--- src/rtl/delay_timer_bank_pkg.sv ---
// ----------------------------------------------------------------------------
// delay_timer_bank_pkg
//   Shared constants for the programmable delay timer bank.
//   - MODE_ONESHOT / MODE_PERIODIC : per-channel mode encodings (sampled at Start)
//   - ST_IDLE / ST_RUN             : channel FSM state encodings
//   - calc_ch_bits()               : channel-index width, never narrower than 1
// ----------------------------------------------------------------------------
package delay_timer_bank_pkg;

    localparam logic MODE_ONESHOT  = 1'b0;
    localparam logic MODE_PERIODIC = 1'b1;

    localparam logic [0:0] ST_IDLE = 1'b0;
    localparam logic [0:0] ST_RUN  = 1'b1;

    // A single-channel bank still needs a 1-bit LoadCh port.
    function automatic int calc_ch_bits(input int num_ch);
        return (num_ch > 1) ? $clog2(num_ch) : 1;
    endfunction

endpackage

--- src/rtl/delay_timer_channel.sv ---
// ----------------------------------------------------------------------------
// delay_timer_channel
//   One programmable delay timer: shadow/active period registers, counter,
//   mode bit, IDLE/RUN FSM and registered Timeout/Busy outputs.
//
//   Ports
//     Clock     in   rising-edge clock
//     MR_n      in   synchronous active-low reset
//     Enable    in   global run; low freezes the counter while RUN
//     LoadWe    in   write LoadValue into the shadow period
//     LoadValue in   period value P
//     Start     in   start / restart request
//     Stop      in   abort request (wins over Start)
//     Mode      in   0 one-shot, 1 periodic; latched at Start
//     Timeout   out  one-cycle pulse when the counter reaches the period
//     Busy      out  channel is running
//     Count     out  current counter value
// ----------------------------------------------------------------------------
module delay_timer_channel
    import delay_timer_bank_pkg::*;
#(
    parameter int          WIDTH          = 27,
    parameter int unsigned DEFAULT_PERIOD = 3
) (
    input  logic             Clock,
    input  logic             MR_n,
    input  logic             Enable,
    input  logic             LoadWe,
    input  logic [WIDTH-1:0] LoadValue,
    input  logic             Start,
    input  logic             Stop,
    input  logic             Mode,
    output logic             Timeout,
    output logic             Busy,
    output logic [WIDTH-1:0] Count
);

    localparam logic [WIDTH-1:0] RESET_PERIOD = WIDTH'(DEFAULT_PERIOD);

    logic [0:0]       state_reg,   state_next;
    logic [WIDTH-1:0] counter_reg, counter_next;
    logic [WIDTH-1:0] shadow_reg,  shadow_next;
    logic [WIDTH-1:0] period_reg,  period_next;
    logic             mode_reg,    mode_next;
    logic             timeout_reg, timeout_next;

    // Shadow value as seen this cycle: a Load coinciding with a Start or a
    // periodic wrap is used directly rather than one cycle late.
    logic [WIDTH-1:0] shadow_eff;
    logic [WIDTH-1:0] counter_inc;

    always_comb begin
        shadow_eff   = LoadWe ? LoadValue : shadow_reg;
        counter_inc  = counter_reg + WIDTH'(1);

        state_next   = state_reg;
        counter_next = counter_reg;
        shadow_next  = shadow_eff;
        period_next  = period_reg;
        mode_next    = mode_reg;
        timeout_next = 1'b0;

        if (Stop) begin
            state_next   = ST_IDLE;
            counter_next = '0;
        end else if (Start) begin
            state_next   = ST_RUN;
            counter_next = '0;
            mode_next    = Mode;
            period_next  = shadow_eff;
            // P=0 expires on the Start edge itself.
            timeout_next = Enable && (shadow_eff == '0);
        end else if ((state_reg == ST_RUN) && Enable) begin
            if (counter_reg < period_reg) begin
                counter_next = counter_inc;
                timeout_next = (counter_inc == period_reg);
            end else begin
                // Counter sits at the period for the pulse cycle; this edge
                // either retires the channel or starts the next period.
                counter_next = '0;
                if (mode_reg == MODE_PERIODIC) begin
                    period_next  = shadow_eff;
                    timeout_next = (shadow_eff == '0);
                end else begin
                    state_next = ST_IDLE;
                end
            end
        end
    end

    always_ff @(posedge Clock) begin
        if (!MR_n) begin
            state_reg   <= ST_IDLE;
            counter_reg <= '0;
            shadow_reg  <= RESET_PERIOD;
            period_reg  <= RESET_PERIOD;
            mode_reg    <= MODE_ONESHOT;
            timeout_reg <= 1'b0;
        end else begin
            state_reg   <= state_next;
            counter_reg <= counter_next;
            shadow_reg  <= shadow_next;
            period_reg  <= period_next;
            mode_reg    <= mode_next;
            timeout_reg <= timeout_next;
        end
    end

    assign Timeout = timeout_reg;
    assign Busy    = (state_reg == ST_RUN);
    assign Count   = counter_reg;

endmodule

--- src/rtl/delay_timer_bank.sv ---
// ----------------------------------------------------------------------------
// delay_timer_bank
//   Bank of NUM_CH independent programmable delay timers sharing one clock,
//   one reset, a global Enable and a single Load port.
//
//   Ports
//     Clock      in   rising-edge clock
//     MR_n       in   synchronous active-low reset
//     Enable     in   global run; low freezes all running counters
//     Load       in   write LoadValue into channel LoadCh's shadow period
//     LoadCh     in   target channel; out-of-range indices are ignored
//     LoadValue  in   period value P
//     Start      in   per-channel start / restart
//     Stop       in   per-channel abort
//     Mode       in   per-channel mode (0 one-shot, 1 periodic)
//     Timeout    out  per-channel one-cycle expiry pulse
//     Busy       out  per-channel running flag
//     Count      out  packed counters, channel i at [i*WIDTH +: WIDTH]
// ----------------------------------------------------------------------------
module delay_timer_bank
    import delay_timer_bank_pkg::*;
#(
    parameter  int          NUM_CH         = 4,
    parameter  int          WIDTH          = 27,
    parameter  int unsigned DEFAULT_PERIOD = 3,
    localparam int          CH_BITS        = calc_ch_bits(NUM_CH)
) (
    input  logic                    Clock,
    input  logic                    MR_n,
    input  logic                    Enable,
    input  logic                    Load,
    input  logic [CH_BITS-1:0]      LoadCh,
    input  logic [WIDTH-1:0]        LoadValue,
    input  logic [NUM_CH-1:0]       Start,
    input  logic [NUM_CH-1:0]       Stop,
    input  logic [NUM_CH-1:0]       Mode,
    output logic [NUM_CH-1:0]       Timeout,
    output logic [NUM_CH-1:0]       Busy,
    output logic [NUM_CH*WIDTH-1:0] Count
);

    logic [NUM_CH-1:0] load_we;

    generate
        for (genvar gi = 0; gi < NUM_CH; gi++) begin : g_ch
            // An index with no matching channel produces no strobe at all.
            assign load_we[gi] = Load && (LoadCh == CH_BITS'(gi));

            delay_timer_channel #(
                .WIDTH          (WIDTH),
                .DEFAULT_PERIOD (DEFAULT_PERIOD)
            ) u_channel (
                .Clock     (Clock),
                .MR_n      (MR_n),
                .Enable    (Enable),
                .LoadWe    (load_we[gi]),
                .LoadValue (LoadValue),
                .Start     (Start[gi]),
                .Stop      (Stop[gi]),
                .Mode      (Mode[gi]),
                .Timeout   (Timeout[gi]),
                .Busy      (Busy[gi]),
                .Count     (Count[gi*WIDTH +: WIDTH])
            );
        end
    endgenerate

endmodule

--- config.mk ---
export PLATFORM = sky130hd
export DESIGN_NAME = delay_timer_bank
export DESIGN_NICKNAME = d
export VERILOG_FILES = /design/src/rtl/delay_timer_bank_pkg.sv /design/src/rtl/delay_timer_channel.sv /design/src/rtl/delay_timer_bank.sv
export SDC_FILE = /design/constraint.sdc
export NUM_CORES = 1
export LEC_CHECK = 0
export ABC_AREA = 1
export CAP_MARGIN = 40
export CORE_MARGIN = 5
export CORE_UTILIZATION = 56
export CTS_CLUSTER_DIAMETER = 120
export DETAILED_ROUTE_END_ITERATION = 7
export MAX_ROUTING_LAYER = met4
export PLACE_DENSITY = 0.77
export SYNTH_ARGS = -nofsm -noshare
export SYNTH_HDL_FRONTEND = slang
export SYNTH_SLANG_ARGS = --single-unit
--- constraint.sdc ---
create_clock -name Clock -period 4.9 [get_ports Clock]
set_input_delay 0.49 -clock Clock [delete_from_list [all_inputs] [get_ports Clock]]
set_output_delay 0.49 -clock Clock [all_outputs]
set_load 0.1 [all_outputs]
# Word level (Yosys, flattened, before mapping)

Cells that the tools add are included.
Widths: inputs -> output; s select.

Output and inout port bits: 116
Bits in latches: 0
Bits in writable memories: 0
Memories: 0
ROM bits: 0
Word-level logic and storage cells: 153
Input bits: 45
Register bits: 336

$lt $le $gt $ge: 4
Shifts and indexed selects: 0
Eq/ne operators: 15
$add $sub $neg: 4
$mul: 0
Reduce and logical (&&, ||, !) cells: 45
Muxes and demuxes: 56
Divide/modulo/power cells: 0
Bitwise operators: 5

Operators by type and width:

| cell                  | number |
|---|---|
| $mux 27               | 24 |
| $add 27x1->27 const B | 4 |
| $eq 27x27->1          | 4 |
| $logic_not 27->1      | 4 |
| $lt 27x27->1          | 4 |
| $mux 1                | 32 |
| $ne 2x2->1 const B    | 8 |
| $reduce_and 4->1      | 4 |
| $reduce_bool 2->1     | 8 |
| $logic_and 1x1->1     | 12 |
| $reduce_and 3->1      | 4 |
| $reduce_or 3->1       | 4 |
| $reduce_and 2->1      | 4 |
| $reduce_or 2->1       | 4 |
| $not 1->1             | 5 |
| $eq 2x2->1 const B    | 2 |
| $eq 2x1->1 const B    | 1 |
| $logic_not 2->1       | 1 |

# Depth between registers and ports, before layout

Word-level depth: 8
Gate-level depth with buffers: 18
Mapped depth without buffers: 17

# Hierarchy

Synthesis repeated with hierarchy kept, for this count alone.

Cell total of the unflattened synthesis: 3080
Area, all modules: 20389.6 um^2

By module, submodules not included:

| module              | sequential area each (um^2) | area each (um^2) | cells each | times used |
|---|---|---|---|---|
| delay_timer_channel | 1681.6                      | 5089.9           | 768        | 4 |
| delay_timer_bank    | 0.0                         | 30.0             | 8          | 1 |

# Least setup slack after synthesis

No wires, ideal clock.

Path type: register -> register
From: reg g_ch[0].u_channel.counter_reg[14]
To: reg g_ch[0].u_channel.period_reg[0]
Path slack: 1.996 ns
Setup time: 0.133 ns
Arrival time: 2.770 ns
Clock period less this slack: 2.904 ns
Cell stages (with the launch flop): 14
Data required time: 4.767 ns
Buffers on the path: 1
Cell sequence: dfxtp_1 -> ha_1 -> a21oi_1 -> o21a_1 -> o221ai_1 -> a21oi_1 -> nand2_1 -> inv_1 -> nand2_1 -> nand2_1 -> clkinv_1 -> buf_2 -> nand2_1 -> nand3_1

Cells in the longest elaborated chain, start to end: 3

RTL lines:

| item                       | RTL line                   | RTL |
|---|---|---|
| from (decl)                | delay_timer_channel.sv:41  | `logic [WIDTH-1:0] counter_reg, counter_next;` |
| from (signal assigned)     | delay_timer_channel.sv:101 | `counter_reg <= counter_next;` |
| $lt 27x27->1               | delay_timer_channel.sv:74  | `if (counter_reg < period_reg) begin` |
| $ne 2x2->1 (no line)       | -                          |  |
| $reduce_and 4->1 (no line) | -                          |  |
| to (signal assigned)       | delay_timer_channel.sv:103 | `period_reg <= period_next;` |
| to (decl)                  | delay_timer_channel.sv:43  | `logic [WIDTH-1:0] period_reg, period_next;` |

No other way between the ends.
A chain may end at the register's enable or synchronous reset.

# Final worst setup path

Ends and elaborated chain as after synthesis.

==> out/results.txt <==
Status: complete, no violations
IO Pins: 161
Clock skew: 0.0218 ns
Die X: 202 um
R2R depth: 12
NumNets Final: 3686
Register-to-register setup slack: 1.21 ns
Max Slew Vio Count: 0
F_max: 271 MHz
Setup bufs post-CTS: 0
Sinks on Clock Net: 336
Core Region: 36400 um2
Vias in the first global route: 21176
First-pass GRT wire length: 107000 um
Worst IR drop on VDD: 0.000211 V
Max cap viols: 0
Post-synth ARST share: 0
Max clock buf depth: 3
Final hold vios: 0
Mapped Area: 20500 um2
Critical Path Slowest Stage Cell: clkinv_1
Ratio of cells with drive above 1 in the final layout: 0.0739
Crit-path cells: ha_1 -> a21oi_1 -> o21a_1 -> o221ai_1 -> a21oi_1 -> nand2_1 -> inv_1 -> nand2_1 -> nand2_1 -> clkinv_1 -> nand2_1 -> nand3_1
GPL Wtd Cong: 0.989
H-tree depth: 2
Worst flop-to-flop path startpoint: g_ch[0].u_channel.Count[14]$_SDFFE_PP0P_
# setup viols final: 0
CTS tree: done
Die height: 202 um
Die area: 40600 um2
Drt pass-1 iters: 6
Reg2reg end: g_ch[0].u_channel.period_reg[0]$_SDFFE_PN1P_
Routed wire per std cell: 16.6 um
DR iter-0 viols: 1642
Yosys warnings: 0
CTS root buf: clkbuf_16
Slowest stage delay, CP: 0.65 ns
PostCTS Resize Cnt: 0
Register area share after synthesis: 0.328
Synth Register Bits: 336
Synth Area per Inst: 6.23 um2
Area grow syn2layout: 25.5%
Post-synth EDFFs: 0
Hold EP: g_ch[2].u_channel.period_reg[1]$_SDFFE_PN1P_
WS Path Type: reg -> reg
Required time of the critical path: 5.29 ns
CP max FO: 27
Worst Tran Pin Value: 0.860 ns
Min-delay worst type: reg -> reg
Vias post-DR: 22692
Worst-path clk slew: 0.06 ns
Worst Hold Depth: 2
Tcrit/Tclk final: 0.752
DR DRC count: 0
Std-Cell Rows: 70
Crit. End Element: register
Port buffer count: 160
GRT Overall Usage: 0.326
Yosys cell types: 43
Worst setup SP type: register
Initial antenna violation count: 2
Hpwl dp: 49500 um
RSZ-0062 raised after global routing: no
Largest net degree at the start of global routing: 67
Most common flop cell mapped by yosys: dfxtp_1
Post-Syn Nets: 3452
Via density: 5.63
GRT Residual Overflow: 0
Leak: 0.0111 uW
Initial Utilization: 0.564
Antenna-violating nets left: 0
Slew HR: 0.426
PD cells: 265 nW/um2
Minimum clock period: 3.69 ns
CP most frequent cell: nand2_1
Hold slack: 0.479 ns
Clk_lat worst skew: 0.56 ns
Hold_sp: g_ch[2].u_channel.period_reg[1]$_SDFFE_PN1P_
CP arrival: 4.07 ns
Post-Synthesis Cells: 3295
Hold_buf cts: 0
Sum Neg Setup Slack: 0 ns
Post-Route WL: 66800 um
CTS Buf Count: 40
[kinds of logic (layout without fill, tap and decap cells)]
family	Yosys count	in the layout	share of synthesized area
and+or+nand+nor	1969	1969	0.400
buffers and inverters	469	731	0.0899
AOI/OAI and AO/OA	383	383	0.0989
muxes	16	16	0.00780
adders and majority gates	112	112	0.0682
DFF	336	336	0.328
xor gates and xnor gates	10	10	0.00762
other	0	2	0
[per-layer routing]
layer,share of wire,vias up,track usage
met2,0.47,935,0.536
met1,0.43,10466,0.418
met5,0,-,-
met3,0.073,167,0.0443
met4,0.032,0,0.102
li1,-,11124,-
[worst max-delay path by stage]
stage                                                   startpoint                                            end  slack [ns]
after detailed placement  g_ch[0].u_channel.Count[14]$_SDFFE_PP0P_   g_ch[0].u_channel.period_reg[0]$_SDFFE_PN1P_        1.27
after CTS                 g_ch[0].u_channel.Count[14]$_SDFFE_PP0P_   g_ch[0].u_channel.period_reg[0]$_SDFFE_PN1P_        1.21
final                     g_ch[0].u_channel.Count[14]$_SDFFE_PP0P_   g_ch[0].u_channel.period_reg[0]$_SDFFE_PN1P_        1.21
after global routing      g_ch[0].u_channel.Count[14]$_SDFFE_PP0P_   g_ch[0].u_channel.period_reg[0]$_SDFFE_PN1P_        0.83
after global placement    g_ch[0].u_channel.Count[16]$_SDFFE_PP0P_  g_ch[0].u_channel.period_reg[19]$_SDFFE_PN0P_        1.47
after floorplan           g_ch[0].u_channel.Count[14]$_SDFFE_PP0P_   g_ch[0].u_channel.period_reg[0]$_SDFFE_PN1P_        2.00
[layout by cell type (no fill, tap or decap), types with 4 or more instances in the layout]
cell type	count
o2111ai_1	4
xnor3_1	5
o21ai_0	29
nand3_2	4
o21ai_1	57
buf_16	9
dfxtp_1	336
inv_1	347
xor2_1	4
nand3b_1	4
o211ai_1	7
nand2_2	5
clkbuf_8	9
mux2i_1	16
nand3_1	422
nor2_4	4
nor2_2	18
clkinv_2	7
o21bai_1	6
ha_1	112
bufinv_16	6
or2_2	6
nor2_1	439
nor3_1	11
o21a_1	12
clkdlybuf4s50_1	159
nand4_1	54
a21oi_1	256
inv_2	8
buf_4	24
clkbuf_16	41
buf_8	110
nand2_1	996
[layout make-up]
| class | instances | area (um2) |
|---|---|---|
| clock inverter | 17 | 248 |
| tap | 468 | 586 |
| fill | 3115 | 10700 |
| antenna | 2 | 5.00 |
| sequential | 336 | 6730 |
| multi-input combinational | 2490 | 12000 |
| timing repair buffer | 303 | 3690 |
| inverter | 358 | 1340 |
| clock buffer | 53 | 1160 |
[report_power, final]
part	leakage [uW]	internal, uW	total, uW	switching (uW)
Sequential	0.00273	2820	2880	50.8
Clock	0.000695	1980	3220	1240
Combinational	0.00764	241	734	494
Total	0.0111	5040	6830	1790
[synthesized netlist by cell type, types with 4 or more instances]
cell         n  area, um2
a21oi_1    256       1280
buf_2       32        160
buf_4       10       75.1
clkbuf_1    66        248
dfxtp_1    336       6730
ha_1       112       1400
inv_1      348       1310
inv_2        7       26.3
mux2i_1     16        160
nand2_1    996       3740
nand2_2      5       31.3
nand3_1    425       2130
nand3b_1     4       30.0
nand4_1     54        338
nor2_1     439       1650
nor2_2      18        113
nor2_4       4       45.0
nor3_1      11       55.1
o2111ai_1    4       35.0
o211ai_1     7       52.6
o21a_1      12       90.1
o21ai_0     29        145
o21ai_1     57        285
o21bai_1     6       45.0
o31ai_1      4       30.0
or2_2        6       37.5
xnor3_1      5        113
xor2_1       4       35.0
[per-stage QoR]
stage | instance area [um2] | power [uW] | utilization | setup slack [ns] | cells
global placement | 22400 | 3620 | 0.616 | 1.47 | 3834
global route | 25800 | 7060 | 0.708 | 0.833 | 4027
CTS | 25800 | 6840 | 0.707 | 1.21 | 4025
finish | 25800 | 6830 | 0.708 | 1.21 | 4027
floorplan | 20500 | 3400 | - | 2.00 | 3295
detailed placement | 24400 | 3650 | 0.669 | 1.27 | 3955
[critical path: cells and delay by family, from the launching register on]
family	cells	cell delay, ns
AOI/OAI and AO/OA	4	0.64
adders and majority gates	1	0.30
buffers and inverters	2	0.75
DFF	1	0.49
and+or+nand+nor	5	1.33
Power figures use the tool's default switching activity.
